File: config.mk
export PLATFORM = sky130hd
export DESIGN_NAME = dsky_serial_rx
export DESIGN_NICKNAME = d
export VERILOG_FILES = /design/src/rtl/dsky_serial_rx.sv
export SDC_FILE = /design/constraint.sdc
export NUM_CORES = 1
export LEC_CHECK = 0
export CAP_MARGIN = 25
export CELL_PAD_IN_SITES_DETAIL_PLACEMENT = 0
export CELL_PAD_IN_SITES_GLOBAL_PLACEMENT = 2
export CORE_AREA = 3 3 137 139
export CTS_BUF_LIST = sky130_fd_sc_hd__clkbuf_4 sky130_fd_sc_hd__clkbuf_8 sky130_fd_sc_hd__clkbuf_16
export DETAILED_ROUTE_END_ITERATION = 16
export DIE_AREA = 0 0 140 142
export HOLD_SLACK_MARGIN = 0.12
export PLACE_DENSITY = 0.73
export SKIP_CTS_REPAIR_TIMING = 1
export SYNTH_ARGS = -nofsm -noshare
export SYNTH_HDL_FRONTEND = slang
export SYNTH_SLANG_ARGS = --single-unit
File: constraint.sdc
create_clock -name clock -period 2.95 [get_ports clock]
set_input_delay 0.59 -clock clock [delete_from_list [all_inputs] [get_ports clock]]
set_output_delay 0.59 -clock clock [all_outputs]
set_load 0.02 [all_outputs]
File: src/rtl/dsky_serial_rx.sv
// dsky_serial_rx: 8N1 UART receiver + frame parser feeding the five DSKY/AXI 15-bit input words.
// Latency: register write and upd_valid pulse one cycle after the final byte's stop-bit mid-sample.
// Backpressure: none; the line is free-running, rejected bytes/frames are dropped and counted.
// Option: define DSKY_RX_CHECKSUM_EN for 5-byte frames with trailing csum; default is 4-byte frames.
module dsky_serial_rx #(
  parameter int CLK_HZ       = 50_000_000,
  parameter int BAUD         = 115200,
  parameter int TIMEOUT_BITS = 20
) (
  input  logic        clock,
  input  logic        reset_n,
  input  logic        rx,
  output logic [14:0] DSKY_VERB_data,
  output logic [14:0] DSKY_NOUN_data,
  output logic [14:0] AXI_MISSION_TIME_data,
  output logic [14:0] AXI_APOGEE_data,
  output logic [14:0] AXI_PERIGEE_data,
  output logic        upd_valid,
  output logic [2:0]  upd_sel,
  output logic [7:0]  err_count
);

  localparam int CPB  = CLK_HZ / BAUD;
  localparam int HALF = CPB / 2;
  localparam int TMO  = TIMEOUT_BITS * CPB;
  localparam int CW   = $clog2(CPB + 1);
  localparam int TW   = $clog2(TMO + 1);
`ifdef DSKY_RX_CHECKSUM_EN
  localparam int HW   = 8;  // hi[7] takes part in the checksum
`else
  localparam int HW   = 7;  // hi[7] is ignored entirely
`endif

  typedef enum logic [1:0] {B_IDLE, B_START, B_DATA, B_STOP} bstate_t;
  typedef enum logic [2:0] {
    P_HUNT, P_ID, P_HI, P_LO
`ifdef DSKY_RX_CHECKSUM_EN
    , P_CSUM
`endif
  } pstate_t;

  logic          rx_s1_q, rx_s1_d, rx_s2_q, rx_s2_d, rx_prev_q, rx_prev_d;
  bstate_t       bstate_q, bstate_d;
  logic [CW-1:0] cnt_q, cnt_d;
  logic [2:0]    bit_q, bit_d;
  logic [7:0]    shift_q, shift_d;
  logic          byte_valid, frame_err;

  pstate_t       pstate_q, pstate_d;
  logic [2:0]    id_q, id_d;
  logic [HW-1:0] hi_q, hi_d;
`ifdef DSKY_RX_CHECKSUM_EN
  logic [7:0]    lo_q, lo_d;
`endif
  logic [TW-1:0] tmo_q, tmo_d;
  logic [14:0]   regs_q [5];
  logic [14:0]   regs_d [5];
  logic          upd_valid_q, upd_valid_d;
  logic [2:0]    upd_sel_q, upd_sel_d;
  logic [7:0]    err_q, err_d;
  logic          err_evt, commit;
  logic [14:0]   commit_word;

  // Two-flop synchronizer plus one history flop for falling-edge detection.
  always_comb begin
    rx_s1_d   = rx;
    rx_s2_d   = rx_s1_q;
    rx_prev_d = rx_s2_q;
  end

  // Bit engine: start qualification at half bit, then 8 data bits and stop at full-bit spacing.
  // The edge-detect delay offsets the sync delay, so samples land near bit centres.
  always_comb begin
    bstate_d   = bstate_q;
    cnt_d      = cnt_q;
    bit_d      = bit_q;
    shift_d    = shift_q;
    byte_valid = 1'b0;
    frame_err  = 1'b0;
    case (bstate_q)
      B_IDLE: begin
        if (rx_prev_q && !rx_s2_q) begin
          bstate_d = B_START;
          cnt_d    = '0;
        end
      end
      B_START: begin
        if (cnt_q == CW'(HALF - 1)) begin
          cnt_d    = '0;
          bit_d    = '0;
          bstate_d = rx_s2_q ? B_IDLE : B_DATA;
        end else begin
          cnt_d = cnt_q + 1'b1;
        end
      end
      B_DATA: begin
        if (cnt_q == CW'(CPB - 1)) begin
          cnt_d   = '0;
          shift_d = {rx_s2_q, shift_q[7:1]};
          if (bit_q == 3'd7) bstate_d = B_STOP;
          else               bit_d    = bit_q + 3'd1;
        end else begin
          cnt_d = cnt_q + 1'b1;
        end
      end
      B_STOP: begin
        if (cnt_q == CW'(CPB - 1)) begin
          cnt_d      = '0;
          bstate_d   = B_IDLE;
          byte_valid = rx_s2_q;
          frame_err  = !rx_s2_q;
        end else begin
          cnt_d = cnt_q + 1'b1;
        end
      end
      default: bstate_d = B_IDLE;
    endcase
  end

  // Frame parser: header hunt, field capture, inter-byte timeout, commit and error counting.
  always_comb begin
    pstate_d    = pstate_q;
    id_d        = id_q;
    hi_d        = hi_q;
`ifdef DSKY_RX_CHECKSUM_EN
    lo_d        = lo_q;
`endif
    regs_d      = regs_q;
    upd_valid_d = 1'b0;
    upd_sel_d   = upd_sel_q;
    err_d       = err_q;
    err_evt     = 1'b0;
    commit      = 1'b0;
    commit_word = '0;
    tmo_d       = (pstate_q == P_HUNT || byte_valid) ? '0 : tmo_q + 1'b1;

    if (frame_err) begin
      err_evt  = 1'b1;
      pstate_d = P_HUNT;
    end else if (byte_valid) begin
      case (pstate_q)
        P_HUNT: if (shift_q == 8'hA5) pstate_d = P_ID;
        P_ID: begin
          if (shift_q > 8'd4) begin
            err_evt  = 1'b1;
            pstate_d = P_HUNT;
          end else begin
            id_d     = shift_q[2:0];
            pstate_d = P_HI;
          end
        end
        P_HI: begin
          hi_d     = shift_q[HW-1:0];
          pstate_d = P_LO;
        end
`ifdef DSKY_RX_CHECKSUM_EN
        P_LO: begin
          lo_d     = shift_q;
          pstate_d = P_CSUM;
        end
        P_CSUM: begin
          pstate_d = P_HUNT;
          if (shift_q == ({5'b0, id_q} ^ hi_q ^ lo_q)) begin
            commit      = 1'b1;
            commit_word = {hi_q[6:0], lo_q};
          end else begin
            err_evt = 1'b1;
          end
        end
`else
        P_LO: begin
          pstate_d    = P_HUNT;
          commit      = 1'b1;
          commit_word = {hi_q, shift_q};
        end
`endif
        default: pstate_d = P_HUNT;
      endcase
    end else if (pstate_q != P_HUNT && tmo_q == TW'(TMO - 1)) begin
      err_evt  = 1'b1;
      pstate_d = P_HUNT;
    end

    if (commit) begin
      regs_d[id_q] = commit_word;
      upd_valid_d  = 1'b1;
      upd_sel_d    = id_q;
    end
    if (err_evt && err_q != 8'hFF) err_d = err_q + 8'd1;
  end

  // State registers; reset aborts any partial byte or frame.
  always_ff @(posedge clock or negedge reset_n) begin
    if (!reset_n) begin
      rx_s1_q     <= 1'b1;
      rx_s2_q     <= 1'b1;
      rx_prev_q   <= 1'b1;
      bstate_q    <= B_IDLE;
      cnt_q       <= '0;
      bit_q       <= '0;
      shift_q     <= '0;
      pstate_q    <= P_HUNT;
      id_q        <= '0;
      hi_q        <= '0;
`ifdef DSKY_RX_CHECKSUM_EN
      lo_q        <= '0;
`endif
      tmo_q       <= '0;
      for (int i = 0; i < 5; i++) regs_q[i] <= '0;
      upd_valid_q <= 1'b0;
      upd_sel_q   <= '0;
      err_q       <= '0;
    end else begin
      rx_s1_q     <= rx_s1_d;
      rx_s2_q     <= rx_s2_d;
      rx_prev_q   <= rx_prev_d;
      bstate_q    <= bstate_d;
      cnt_q       <= cnt_d;
      bit_q       <= bit_d;
      shift_q     <= shift_d;
      pstate_q    <= pstate_d;
      id_q        <= id_d;
      hi_q        <= hi_d;
`ifdef DSKY_RX_CHECKSUM_EN
      lo_q        <= lo_d;
`endif
      tmo_q       <= tmo_d;
      regs_q      <= regs_d;
      upd_valid_q <= upd_valid_d;
      upd_sel_q   <= upd_sel_d;
      err_q       <= err_d;
    end
  end

  assign DSKY_VERB_data        = regs_q[0];
  assign DSKY_NOUN_data        = regs_q[1];
  assign AXI_MISSION_TIME_data = regs_q[2];
  assign AXI_APOGEE_data       = regs_q[3];
  assign AXI_PERIGEE_data      = regs_q[4];
  assign upd_valid             = upd_valid_q;
  assign upd_sel               = upd_sel_q;
  assign err_count             = err_q;

endmodule

After elaboration in Yosys (flattened, before gate mapping):

Index checks and enable logic that the tools add are counted.

* flip-flop bits (word level): 139
* input port bits: 3
* word-level logic and storage cells: 107

* add/sub/neg operators: 4
* $lt $le $gt $ge: 3
* eq/ne operators: 19
* muxes and demuxes: 41
* bitwise operators: 3
* reduce and logical (&&, ||, !) cells: 18

Operators with widths (count)
* 75-bit bitwise mux: 1
* 15-bit two-way mux: 4
* 15-bit demux with 3-bit select: 1
* 9-bit two-way mux: 3
* 9-bit one-hot mux with 3 select lines: 1
* 3-bit two-way mux: 7
* 14-bit by 1-bit adder with 14-bit output, second input constant: 1
* 14-bit == test, second input constant: 1
* 14-bit two-way mux: 1
* 2-bit two-way mux: 7
* 1-bit two-way mux: 13
* 2-bit inequality test, second input constant: 6
* 9-bit by 1-bit adder with 9-bit output, second input constant: 1
* 9-bit by 8-bit == test with 1-bit output, second input constant: 1
* 9-bit == test, second input constant: 1
* 3-bit one-hot mux with 3 select lines: 1
* 8-bit by 1-bit adder with 8-bit output, second input constant: 1
* 8-bit == test, second input constant: 1
* 8-bit by 3-bit greater-than comparator with 1-bit output, second input constant: 1
* 8-bit inequality test, second input constant: 1
* 2-bit one-hot mux with 4 select lines: 1
* 4-bit AND reduction: 2
* 3-bit by 2-bit == test with 1-bit output, second input constant: 2
* 3-bit one-hot mux with 2 select lines: 1
* 21 further kinds: 28

Logic depth before layout (Yosys ltp):

Gate-level depths: netlist of the first run.

* depth after elaboration: 6
* gate-level depth with buffers: 9
* gate-level depth less buffers: 7

Worst setup path before layout of the first run:

Ideal clock, no wire load.

* path kind: register to register
* from: reg cnt_q[6]
* to: reg regs_q, in the netlist DSKY_NOUN_data[5]
* arrival time: 2.929 ns
* required time: 2.822 ns
* path slack: -0.107 ns
* cell stages (with the launch flop): 9
* clock period less this slack: 3.057 ns
* path through: dfrtp_1 or4b_1 clkbuf_1 or4_4 or3_1 buf_2 nor4b_4 buf_6 mux2_1

* longest elaborated chain between the ends: 6

Ends and longest elaborated chain
* start: declaration: RTL line 44 `logic [CW-1:0] cnt_q, cnt_d;`
* start signal: assignment: RTL line 218 `cnt_q <= cnt_d;`
* 9-bit == test (*): RTL line 107 `if (cnt_q == CW'(CPB - 1)) begin`
* 1-bit two-way mux: RTL line 107
* 1-bit two-way mux: RTL line 80 `case (bstate_q)`
* 15-bit two-way mux: RTL line 140 `end else if (byte_valid) begin`
* 15-bit two-way mux: RTL line 137 `if (frame_err) begin`
* 75-bit bitwise mux: RTL line 185 `regs_d[id_q] = commit_word;`
* end signal: assignment: RTL line 228 `regs_q <= regs_d;`
* end: declaration: RTL line 56 `logic [14:0] regs_q [5];`

Every way passes the cells marked *; elsewhere a longest branch is shown, timed or not.
A chain may end at the register's enable or synchronous reset.

Worst setup path in the final report of the first run:

* from: reg cnt_q[6]
* to: reg regs_q, in the netlist AXI_PERIGEE_data[6]

Same word-level chain as after synthesis.

==> out/qor.txt, run 1 <==
Synth area leader - dfrtp_1
DIE AREA - 0.0199 mm2
Vias - 3822
Max Clock Skew - 0.00606 ns
Tot Pwr - 4.35 mW
Synth unique cells - 54
EDFF count, synth - 0
Yosys reg bits - 138
Cell Count, Final, Fillers Out - 793
Worst Path Buf+Inv - 1
Slew HR - 41.9%
Req. time, crit path - 3.24 ns
Tmin final - 2.80 ns
Synth top area cells - dfrtp_1 58%, mux2_2 15%, mux2_1 4.1%
Clk Latency, worst-skew pair - 0.41 ns
Drt pass-1 iters - 4
Max Cap Viol - 0
Routability Congestion - 0.849
Critical path startpoint - cnt_q[6]
Via/cell ratio - 4.82
Final TNS setup - 0 ns
N_diodes - 0
Cell area after synthesis - 0.00582 mm2
Crit-path max FO - 10
Slew Limit Fails - 0
Leakage - 3.52 nW
Synth Area per Inst - 13.3 um2
Total wire length - 13200 um
Setup WS pre-CTS - 0.0550 ns
DRC viols - 0
PD cells - 563 mW/mm2
Worst path slowest cell - or4b_1
Post-DP Area - 0.00718 mm2
Worst vdd rail ir drop - 0.391 mV
R2R cell count - 6
Dpl cells - 762
Top cell type's share of synthesized area - 58.1%
Setup violations, final - 0
# H-tree levels - 4
CTS clk-pin slew, worst paths - 0.06 ns
Worst flop-to-flop path endpoint - AXI_PERIGEE_data[6]
Sequential fraction of the synthesis area - 59.4%
GRT Total Usage - 13.8%
RSZ-0062 raised after global routing - no
Root Buffer - clkbuf_16
Fillers - 1647
Initial core utilization - 32.7%
Final Hold Viols - 0
Hpwl dp - 9070 um
Design area - 0.00773 mm2
Cells after Synth - 437
Max stage delay on crit path - 0.54 ns
R2R Setup Slk - 0.15 ns
Setup CP Type - flip-flop to flip-flop
Die Span Y - 142 um
Final worst slack - 0.146 ns
Status - complete, no violations
Worst-path cell chain - or4b_1 -> or4_4 -> or3_4 -> nor4b_4 -> buf_4 -> mux2_1
Post-route ant nets - 0
Largest net degree at the start of global routing - 58
Most common cell after layout, fill and taps aside - dfrtp_1
CTS Buffer Depth - 2
Worst Path Arrival - 3.09 ns
Initial antenna violation count - 0
Area Growth Syn to Fin - 33.0%
Most frequent cells in the layout - 135 x dfrtp_1, 88 x clkdlybuf4s50_1, 70 x mux2_2, 25 x nand2_1, 24 x nor2_1
Clk sink count - 138
Drt initial violations - 185
RR Startpoint - cnt_q[6]
First-pass GRT wire length - 21800 um
Async set-or-reset flop fraction in the synthesized netlist - 100%
Number of global-route vias before repair - 4000
Final #Nets - 562
Cts bufs inserted - 17
Slew @ Worst Pin - 0.866 ns
Core Region - 0.0178 mm2
I/O pin cnt - 90
DIE WIDTH - 140 um
CP delay by family, top - simple AND/OR/NAND/NOR gates
I/O Buffers - 89
Max Clk Rate - 357 MHz
Yosys warning count - 0
Congestion Overflow GR - 0
Net Count, Synth - 447
FP Rows - 49
Type of the tightest min-delay check - input pin to async pin
CTS tree - yes
Layout cell share with drive strength beyond 1 - 26.6%
Worst Setup End Kind - flip-flop
Main flop type after synthesis - dfrtp_1
Startpoint Class - flip-flop
Drt wl/cell - 16.7 um
Final Cycle Share - 95.0%
-- per-layer routing --
metal,global-route usage [%],up-vias,routed length [um]
li1,-,1796,-
met3,3.13,11,465
met1,18.7,1937,6170
met5,0,-,0
met2,21.7,78,6410
met4,5.30,0,155
-- cell usage after synthesis (2+ instances only) --
cell type and number:
a21oi_1 5, and2_1 2, xor2_1 8, nor4_1 3, a21o_1 3, nor2_1 24
inv_1 9, nand3_1 16, nor4b_1 2, o21ai_0 18, or4b_2 3, a22oi_1 2
nor4b_4 2, nor3_1 2, nand4_1 5, nand2_1 25, buf_2 2, xnor2_1 9
buf_1 2, nand4b_1 2, dfstp_2 3, mux2_2 78, mux2_1 21, buf_6 2
o211ai_1 2, and3_1 6, a31oi_1 3, clkbuf_1 11, ha_1 7, or3_1 2
dfrtp_1 135
-- state kept, by name, summed over array words and instances (netlist names), named ones only --
name                   count
AXI_APOGEE_data           15
AXI_MISSION_TIME_data     15
AXI_PERIGEE_data          15
DSKY_NOUN_data            15
DSKY_VERB_data            15
bit_q                      3
bstate_q                   1
cnt_q                      9
err_count                  8
hi_q                       7
id_q                       3
pstate_q                   2
rx_prev_d                  1
rx_prev_q                  1
rx_s1_q                    1
shift_q                    8
tmo_q                     14
upd_sel                    3
upd_valid                  1
-- power breakdown --
part,leakage (nW),internal [mW],switching [mW]
combinational,1.33,0.142,0.249
sequential,1.91,1.93,0.0310
clock,0.272,1.17,0.830
total,3.52,3.24,1.11
-- stage by stage --
step,util [%],hold slack (ns)
after floorplan,-,0.294
after global placement,40.4,0.348
after detailed placement,40.4,0.347
after CTS,43.5,0.151
after global routing,43.5,0.172
final,43.5,0.136
-- layout make-up --
class / instances / area (um2) / share of cell area (%)
flip-flops and latches: 138 / 3460 / 44.7
clock inverters: 13 / 120 / 1.55
clock buffers: 18 / 433 / 5.60
inverters: 9 / 33.8 / 0.437
repair buffers: 114 / 1120 / 14.4
well taps: 229 / 287 / 3.70
multi-input cells: 272 / 2290 / 29.6
-- cell families (layout without fill, tap and decap cells) --
family | after synthesis | count (layout) | synth area share [%]
AO/OA/AOI/OAI | 45 | 45 | 4.91
XOR/XNOR | 17 | 17 | 2.56
adder cells (fa/ha/maj) | 7 | 7 | 1.51
buffers and inverters | 27 | 154 | 2.11
flip-flops | 138 | 138 | 59.4
multiplexers | 99 | 99 | 19.2
AND/OR/NAND/NOR | 104 | 104 | 10.3
-- how the worst max path moves through the flow --
stage | cells after the start | end
floorplan | 8 | DSKY_NOUN_data[5]
global placement | 6 | DSKY_NOUN_data[12]
detailed placement | 6 | DSKY_NOUN_data[6]
CTS | 6 | DSKY_NOUN_data[13]
global route | 6 | DSKY_NOUN_data[9]
finish | 6 | AXI_PERIGEE_data[6]
No activity file was read; power rests on OpenSTA's default activity.
==> inputs of run 2 (changes only) <==
--- a/config.mk
+++ b/config.mk
@@ -10,6 +10,7 @@
 export CELL_PAD_IN_SITES_GLOBAL_PLACEMENT = 2
 export CORE_AREA = 3 3 137 139
 export CTS_BUF_LIST = sky130_fd_sc_hd__clkbuf_4 sky130_fd_sc_hd__clkbuf_8 sky130_fd_sc_hd__clkbuf_16
+export CTS_CLUSTER_DIAMETER = 100
 export DETAILED_ROUTE_END_ITERATION = 16
 export DIE_AREA = 0 0 140 142
 export HOLD_SLACK_MARGIN = 0.12
==> results of run 2 <==
Same layout as run 1: the final DEF is identical, and so are final timing and power.
==> inputs of run 3 (changes only) <==
--- a/config.mk
+++ b/config.mk
@@ -10,7 +10,6 @@
 export CELL_PAD_IN_SITES_GLOBAL_PLACEMENT = 2
 export CORE_AREA = 3 3 137 139
 export CTS_BUF_LIST = sky130_fd_sc_hd__clkbuf_4 sky130_fd_sc_hd__clkbuf_8 sky130_fd_sc_hd__clkbuf_16
-export CTS_CLUSTER_DIAMETER = 100
 export DETAILED_ROUTE_END_ITERATION = 16
 export DIE_AREA = 0 0 140 142
 export HOLD_SLACK_MARGIN = 0.12
==> results of run 3 <==
Same layout as run 1: the final DEF is identical, and so are final timing and power.
